`src/rtl/fetch_pkg.sv`:
```
// fetch_pkg: shared types and constants for the fetch-stage PC generator.
//   fetch_entry_t : one fetch-queue slot {pc, inst, pred_taken, pred_addr, filled}
//   fetch_state_t : top-level sequencing states {BOOT, RUN}
//   PC_STEP       : sequential PC increment in bytes
//   FQ_PTR        : index width of the fetch queue
// The entry struct is sized by the FETCH_* constants below, so the top's
// ADDR/INST/FQ_D parameters are expected to keep these default values.
package fetch_pkg;

  localparam int FETCH_ADDR = 32;
  localparam int FETCH_INST = 32;
  localparam int FETCH_FQ_D = 4;

  localparam int PC_STEP = FETCH_INST / 8;
  localparam int FQ_PTR  = $clog2(FETCH_FQ_D);

  typedef struct packed {
    logic [FETCH_ADDR-1:0] pc;
    logic [FETCH_INST-1:0] inst;
    logic                  pred_taken;
    logic [FETCH_ADDR-1:0] pred_addr;
    logic                  filled;
  } fetch_entry_t;

  typedef enum logic [0:0] {
    BOOT = 1'b0,
    RUN  = 1'b1
  } fetch_state_t;

  // 32-bit counter increment that sticks at all-ones.
  function automatic logic [31:0] sat_inc(input logic [31:0] v, input logic en);
    return (en && (v != 32'hFFFF_FFFF)) ? v + 32'd1 : v;
  endfunction

endpackage

```
`src/rtl/fetch_queue.sv`:
```
// fetch_queue: in-order fetch buffer pairing each issued request with its
// I-cache response.
//   clk, reset              : clock, async active-high reset
//   clear                   : drop all entries (pointers back to zero)
//   push, push_pc/taken/tgt : allocate an unfilled entry at the tail
//   fill, fill_inst         : write the oldest unfilled entry
//   pop                     : retire the head entry
//   head                    : head entry contents
//   count, unfilled         : live entries / entries still awaiting data
// Three pointers carry one extra wrap bit: rd <= fl <= wr always holds,
// so the distances give count and unfilled directly.
import fetch_pkg::*;

module fetch_queue #(
  parameter int FQ_D = FETCH_FQ_D,
  localparam int PW  = $clog2(FQ_D)
) (
  input  logic                  clk,
  input  logic                  reset,
  input  logic                  clear,
  input  logic                  push,
  input  logic [FETCH_ADDR-1:0] push_pc,
  input  logic                  push_taken,
  input  logic [FETCH_ADDR-1:0] push_tgt,
  input  logic                  fill,
  input  logic [FETCH_INST-1:0] fill_inst,
  input  logic                  pop,
  output fetch_entry_t          head,
  output logic [PW:0]           count,
  output logic [PW:0]           unfilled
);

  fetch_entry_t mem [FQ_D];
  logic [PW:0]  wr_q, fl_q, rd_q;
  logic         push_ok, fill_ok, pop_ok;

  assign count    = wr_q - rd_q;
  assign unfilled = wr_q - fl_q;
  assign head     = mem[rd_q[PW-1:0]];

  // Guards keep the pointer ordering intact even if a caller misbehaves.
  assign push_ok = push && (count != (PW+1)'(FQ_D));
  assign fill_ok = fill && (unfilled != '0);
  assign pop_ok  = pop && (count != '0) && head.filled;

  always_ff @(posedge clk or posedge reset) begin
    if (reset) begin
      wr_q <= '0;
      fl_q <= '0;
      rd_q <= '0;
      for (int i = 0; i < FQ_D; i++) mem[i] <= '0;
    end else if (clear) begin
      wr_q <= '0;
      fl_q <= '0;
      rd_q <= '0;
    end else begin
      if (push_ok) begin
        mem[wr_q[PW-1:0]] <= '{pc: push_pc, inst: '0, pred_taken: push_taken,
                               pred_addr: push_tgt, filled: 1'b0};
        wr_q <= wr_q + 1'b1;
      end
      if (fill_ok) begin
        mem[fl_q[PW-1:0]].inst   <= fill_inst;
        mem[fl_q[PW-1:0]].filled <= 1'b1;
        fl_q <= fl_q + 1'b1;
      end
      if (pop_ok) rd_q <= rd_q + 1'b1;
    end
  end

endmodule

```
`src/rtl/fetch_pc_gen.sv`:
```
// fetch_pc_gen: next-PC selection, I-cache request issue and fetch buffer.
//   clk, reset                      : clock, async active-high reset
//   btb_pc / btb_hit / btb_addr     : BTB lookup of the current fetch PC
//   redirect_ / redirect_addr       : active-low commit-side restart
//   ic_req_ / ic_addr / ic_ready    : active-low I-cache request handshake
//   ic_resp_ / ic_inst              : active-low in-order response strobe
//   fd_valid_ / fd_pc / fd_inst     : active-low decode output
//   fd_pred_taken_ / fd_pred_addr   : prediction attached to the output
//   fd_stall                        : decode backpressure
// Optional build macro FETCH_PERF_CNT_EN adds saturating counters
// perf_fetch, perf_btb_taken, perf_redirect, perf_drop.
//
// state | meaning
// BOOT  | first cycle out of reset, no request issued
// RUN   | normal fetch
import fetch_pkg::*;

module fetch_pc_gen #(
  parameter int              ADDR      = FETCH_ADDR,
  parameter int              INST      = FETCH_INST,
  parameter int              FQ_D      = FETCH_FQ_D,
  parameter logic [ADDR-1:0] RESET_VEC = '0
) (
  input  logic            clk,
  input  logic            reset,
  output logic [ADDR-1:0] btb_pc,
  input  logic            btb_hit,
  input  logic [ADDR-1:0] btb_addr,
  input  logic            redirect_,
  input  logic [ADDR-1:0] redirect_addr,
  output logic            ic_req_,
  output logic [ADDR-1:0] ic_addr,
  input  logic            ic_ready,
  input  logic            ic_resp_,
  input  logic [INST-1:0] ic_inst,
  output logic            fd_valid_,
  output logic [ADDR-1:0] fd_pc,
  output logic [INST-1:0] fd_inst,
  output logic            fd_pred_taken_,
  output logic [ADDR-1:0] fd_pred_addr,
  input  logic            fd_stall
`ifdef FETCH_PERF_CNT_EN
  ,
  output logic [31:0]     perf_fetch,
  output logic [31:0]     perf_btb_taken,
  output logic [31:0]     perf_redirect,
  output logic [31:0]     perf_drop
`endif
);

  localparam int PW = $clog2(FQ_D);

  localparam logic [0:0] ST_BOOT = 1'(BOOT);
  localparam logic [0:0] ST_RUN  = 1'(RUN);

  logic [0:0]      state_q;
  logic [ADDR-1:0] pc_q;
  logic [PW:0]     drop_q, drop_d;
  logic [PW:0]     cnt, unfilled;
  logic [PW+1:0]   occ;
  fetch_entry_t    head;

  logic            redirect, resp, resp_fill, resp_drop;
  logic            can_issue, accept, out_valid, pop;
  logic [ADDR-1:0] pred_tgt;

  assign redirect  = !redirect_;
  assign resp      = !ic_resp_;
  assign resp_drop = resp && (drop_q != '0);
  assign resp_fill = resp && (drop_q == '0);

  // Dropped-but-outstanding responses still occupy cache slots, so they
  // count against the request cap alongside live entries.
  assign occ       = {1'b0, cnt} + {1'b0, drop_q};
  assign can_issue = (state_q == ST_RUN) && (occ < (PW+2)'(FQ_D)) && !redirect;
  assign accept    = can_issue && ic_ready;
  assign pred_tgt  = btb_hit ? btb_addr : pc_q + ADDR'(PC_STEP);

  assign out_valid = (cnt != '0) && head.filled && !redirect;
  assign pop       = out_valid && !fd_stall;

  assign btb_pc  = pc_q;
  assign ic_addr = pc_q;
  assign ic_req_ = !can_issue;

  assign fd_valid_      = !out_valid;
  assign fd_pc          = out_valid ? head.pc        : '0;
  assign fd_inst        = out_valid ? head.inst      : '0;
  assign fd_pred_addr   = out_valid ? head.pred_addr : '0;
  assign fd_pred_taken_ = !(out_valid && head.pred_taken);

  // On redirect every unfilled entry becomes a response to throw away.
  // The sum never exceeds FQ_D, so modular PW+1 bit arithmetic is exact.
  always_comb begin
    drop_d = drop_q;
    if (redirect)
      drop_d = drop_q + unfilled + {{PW{1'b0}}, accept} - {{PW{1'b0}}, resp};
    else if (resp_drop)
      drop_d = drop_q - 1'b1;
  end

  always_ff @(posedge clk or posedge reset) begin
    if (reset) begin
      state_q <= ST_BOOT;
      pc_q    <= RESET_VEC;
      drop_q  <= '0;
    end else begin
      case (state_q)
        ST_BOOT: state_q <= ST_RUN;
        default: state_q <= ST_RUN;
      endcase
      drop_q <= drop_d;
      if (redirect)
        pc_q <= redirect_addr;
      else if (accept)
        pc_q <= pred_tgt;
    end
  end

  fetch_queue #(.FQ_D(FQ_D)) u_queue (
    .clk        (clk),
    .reset      (reset),
    .clear      (redirect),
    .push       (accept && !redirect),
    .push_pc    (pc_q),
    .push_taken (btb_hit),
    .push_tgt   (pred_tgt),
    .fill       (resp_fill && !redirect),
    .fill_inst  (ic_inst),
    .pop        (pop),
    .head       (head),
    .count      (cnt),
    .unfilled   (unfilled)
  );

  a_no_orphan_resp: assert property (
    @(posedge clk) disable iff (reset) resp |-> ((drop_q != '0) || (unfilled != '0)));

`ifdef FETCH_PERF_CNT_EN
  always_ff @(posedge clk or posedge reset) begin
    if (reset) begin
      perf_fetch     <= '0;
      perf_btb_taken <= '0;
      perf_redirect  <= '0;
      perf_drop      <= '0;
    end else begin
      perf_fetch     <= sat_inc(perf_fetch, accept);
      perf_btb_taken <= sat_inc(perf_btb_taken, accept && btb_hit);
      perf_redirect  <= sat_inc(perf_redirect, redirect);
      perf_drop      <= sat_inc(perf_drop, resp_drop);
    end
  end
`endif

endmodule

```
`config.mk`:
```
export PLATFORM = sky130hd
export DESIGN_NAME = fetch_pc_gen
export DESIGN_NICKNAME = d
export VERILOG_FILES = /design/src/rtl/fetch_pkg.sv /design/src/rtl/fetch_queue.sv /design/src/rtl/fetch_pc_gen.sv
export SDC_FILE = /design/constraint.sdc
export NUM_CORES = 1
export LEC_CHECK = 0
export ABC_CLOCK_PERIOD_IN_PS = 46000
export BUFFER_PORTS_ARGS = -buffer_cell sky130_fd_sc_hd__buf_2
export CELL_PAD_IN_SITES_DETAIL_PLACEMENT = 0
export CELL_PAD_IN_SITES_GLOBAL_PLACEMENT = 1
export CORE_MARGIN = 2
export CORE_UTILIZATION = 50
export DETAILED_ROUTE_END_ITERATION = 10
export GPL_TIMING_DRIVEN = 1
export PLACE_DENSITY = 0.92
export SYNTH_ARGS = -nofsm -noshare
export SYNTH_HDL_FRONTEND = slang
export SYNTH_SLANG_ARGS = --single-unit
```
`constraint.sdc`:
```
create_clock -name clk -period 46 [get_ports clk]
set_input_delay 13.8 -clock clk [delete_from_list [all_inputs] [get_ports clk]]
set_output_delay 13.8 -clock clk [all_outputs]
set_load 0.01 [all_outputs]
```
After elaboration in Yosys (flattened, before gate mapping). Index checks and enable logic that the tools add are counted.

Muxes and demuxes: 29. Equality and inequality tests: 6. Reductions and logical operators: 26. Order comparisons: 6. $add $sub $neg: 11. Bitwise operators: 3.

Operator list (count): $bwmux W392 (3); $mux W392 (3); $demux W98 S2 (3); $mux W98 (3); $bmux W98 S2 (1); $mux W32 (6); $mux W66 (1); $add A32 B3 Y32 const B (1); $mux W3 (8); $logic_and A1 B1 Y1 (17); $ne A2 B1 Y1 const B (5); $add A3 B1 Y3 const B (3); $ge A3 B3 Y1 const B (3); $not A2 Y3 (3); $reduce_bool A3 Y1 (3); $lt A3 B1 Y1 const B (2); $sub A3 B3 Y3 (2); $logic_not A1 Y1 (5); $add A3 B3 Y4 (1); $lt A4 B3 Y1 const B (1); $add A3 B1 Y3 (1); $add A3 B3 Y3 (1); $logic_not A3 Y1 (1); $ne A3 B3 Y1 const B (1); other kinds (3) (3).

Input bits: 103. Register bits after elaboration: 437. Output and inout bits: 163. Logic and storage cells: 107.

Longest topological paths before layout.
Depth in word-level cells: 13. Mapped depth: 19. Mapped depth without buffers: 16.

Cells and area by module. From an unflattened synthesis, not the netlist that was laid out.

Cell total of the unflattened synthesis: 1809. Area total of the unflattened synthesis: 21307.9 µm².

Modules (own cells, without submodules): fetch_queue (area an instance 17529.3 µm², times used 1, sequential area each 10034.6 µm², cells each 1322); fetch_pc_gen (area an instance 3778.6 µm², times used 1, sequential area each 900.9 µm², cells each 487).

Worst setup path before layout. No wires, ideal clock.

Kind: in2out. From: input port redirect_. To: output port fd_inst[0]. Arrival: 14540 ps. Stages: 4. Slack: 17660 ps. Data required time: 32200 ps. Path buffers: 2. Cell sequence: o311ai_1 -> buf_2 -> clkbuf_1 -> nor2b_1.

Longest elaborated chain between the ends: 2.

RTL lines: from (decl) (line fetch_pc_gen.sv:29) `input logic redirect_,`; $logic_and A1 B1 Y1 (line fetch_pc_gen.sv:79) `assign out_valid = (cnt != '0) && head.filled && !redirect;`; $mux W32 (line fetch_pc_gen.sv:88) `assign fd_inst = out_valid ? head.inst : '0;`; to (decl) (line fetch_pc_gen.sv:38) `output logic [INST-1:0] fd_inst,`.

No other way between the ends.

Final worst setup path.
From: input port redirect_. To: output port fd_pc[28].

Longest elaborated chain between the ends: 2.

RTL lines: $logic_and A1 B1 Y1 (line fetch_pc_gen.sv:79); $mux W32 (line fetch_pc_gen.sv:87) `assign fd_pc = out_valid ? head.pc : '0;`; to (decl) (line fetch_pc_gen.sv:37) `output logic [ADDR-1:0] fd_pc,`.

No other way between the ends.

==> metrics.txt <==
Net Count, Synth=1993; Die Footprint=44300 um^2; Core Box Area=41900 um^2; sequential element share of the synthesized area=0.514; count of flip-flops with a built-in enable after synthesis=0; final setup TNS=0 ps; total area of sequential cells=10900 um^2; top cell type's share of synthesized area=0.514; synthesized netlist cell count=1868; DIE WIDTH=210 um; CTS hold repair buffers=0; signal arrival time at the worst endpoint=15360 ps; Hold Fails Final Rpt=0; Inserted Clock Buffers=47; port buffer count=265; count of routing violations after the opening detailed-route iteration=1373; Avg Inst Size Synth=11.4 um^2; number of library cell types mapped by synthesis=66; Worst Setup End Kind=primary output; Skew-Pair Late Insertion Delay=580 ps; post-CTS setup-driven buffer insertion count=0; register bit count reported by yosys=437; data required time of the worst path=32200 ps; Detail Placement HPWL=35200 um; biggest area contributors in the synthesized netlist=dfrtp_1, mux4_2, mux2_2; total number of clock tree sinks=437; Max IR drop VDD=0.0000234 V; Final GP Congestion=0.818; CP Buf/Inv Count=4; maximum number of pins on one net before global-route repair=115; CP top delay family=buffers and inverters; area delta synth->final=13.4%; max-cap check violation count=0; share of flip-flops with an asynchronous set or reset=1.00; WL per Instance=22.2 um; die extent in y=210 um; Ports=266; time the final worst path needs with I/O delays and setup=29160 ps; run status=finished, final reports clean; post-layout util=0.576; CTS H-tree lvls=2; residual DRC count=0; number of core rows=75; Final setup viols=0; clock tree from TritonCTS=done; maximum net fanout on the critical path=53; post-detailed-route via-to-cell ratio=5.98; sum of internal, switching and leakage power=1.04 mW; library cell used as clock root buffer=clkbuf_16; critical setup path kind=in2out; Cell Count, Final, Fillers Out=2588; number of nets in the finished design=2136; antenna violations before repair=8; first-pass GRT wire length=90300 um; clock edge transition at the registers on the reported setup and hold paths=60 ps; most common library cell in the layout ignoring fill and taps=dfrtp_1; maximum clock frequency=34.3 MHz; number of resized instances in the post-cts repair step=0; total wire length after detailed routing=57400 um; Power Dens Cells=43.2 nW/um^2; fin. max-slew vios=0; static leakage=11.5 nW; DR pass1 iterations=5; delay of the slowest cell on the worst path=490 ps; worst rel slew slack=0.236; worst min-delay path class=reg2reg; setup clock skew after layout=23.4 ps; placed insts=2501; count of yosys warnings during synthesis=0; most common flop cell mapped by yosys=dfrtp_1; total of fill cells in the finished design=3430; Routed Antenna Nets=0; initial standard-cell utilization of the core=0.508; RSZ-0062 raised after global routing=no; most frequent cells in the layout=dfrtp_1, nand2_1, buf_2; Max clock buf depth=3; overall routing resource usage=0.262; vias in the first global route=15698; global-route congestion overflow total=0; slew of the pin with the lowest slew margin=1150 ps; Netlist Area Pre-Place=21300 um^2; cell accounting for the most synthesized area=dfrtp_1; Final Hold Slack=475 ps; Tcrit/Tclk final=0.634; CP Cell Sequence=buf_2, buf_4, o311ai_4, buf_4, nor2b_1, buf_2; share of post-route cells with drive strength above 1=0.312; CP Launch Type=input pin; number of vias in the routed layout=15470; cell at the slowest stage of the critical path=buf_4; area occupied by multi-input gates=9470 um^2
## logic make-up (layout without fill, tap and decap cells)
| kind of cell | count (synthesis) | in the layout | share of synthesized area |
|---|---|---|---|
| simple gates | 665 | 665 | 0.151 |
| flops | 437 | 437 | 0.514 |
| mux | 261 | 261 | 0.189 |
| compound gates | 249 | 249 | 0.0765 |
| buf+inv | 212 | 389 | 0.0458 |
| fa+ha+maj | 22 | 22 | 0.0143 |
| xor+xnor | 21 | 21 | 0.00999 |
| other cells | 1 | 5 | 0.000176 |
## through the flow
step	area, um^2	worst slack (ps)
2_1_floorplan	21300	17660
3_3_place_gp	22600	16920
3_5_place_dp	22600	16860
4_1_cts	24100	16850
5_1_grt	24200	16740
6_report	24200	16840
## power breakdown
group	leakage, nW	internal (mW)	switching (mW)
logic	4.89	0.100	0.0877
registers	5.88	0.442	0.0439
clock network	0.732	0.215	0.156
## layout make-up
| class | count | area share |
|---|---|---|
| repair buffers | 286 | 0.0614 |
| clock inverters | 13 | 0.00596 |
| clock buffers | 70 | 0.0560 |
| inverters | 20 | 0.00342 |
| diodes | 4 | 0.000414 |
| multi-input cells | 1219 | 0.392 |
| well taps | 539 | 0.0279 |
| flip-flops and latches | 437 | 0.453 |
## cells in the mapped netlist, types with 12 or more instances
master	count
dfrtp_1	437
nand2_1	341
mux2_2	149
nor2b_1	127
clkbuf_1	114
nand3_1	112
o21ai_0	102
mux4_2	98
buf_4	39
a22o_1	32
o31ai_1	32
a21oi_1	27
buf_2	26
ha_1	18
inv_1	18
o21ai_1	16
mux2i_1	14
nand2b_1	14
nor2_1	14
buf_1	12
xnor2_1	12
## worst min-delay path: cells and delay by family (launching register included)
kind	cells	cell delay, ps
compound gates	1	60
simple gates	1	50
flops	1	330
## per-layer routing
layer | up-vias | part of all wire | GRT usage
met3 | 97 | 0.065 | 0.0504
li1 | 6805 | - | -
met5 | - | 0.00059 | 0
met2 | 591 | 0.50 | 0.431
met4 | 6 | 0.027 | 0.0894
met1 | 7971 | 0.41 | 0.353
## path summary, 6_finish.rpt
path / start / depth (start not counted) / slack, ps / endpoint
min in group asynchronous: reset / 2 / 13350 / async pin
max: redirect_ / 6 / 16840 / fd_pc[28]
max in group asynchronous: reset / 4 / 30110 / async pin
min reg2reg: flip-flop / 2 / 480 / flip-flop
min: flip-flop / 2 / 480 / flip-flop
max reg2reg: u_queue.rd_q[0] / 11 / 40360 / flip-flop
(Power assumes the default switching activity.)
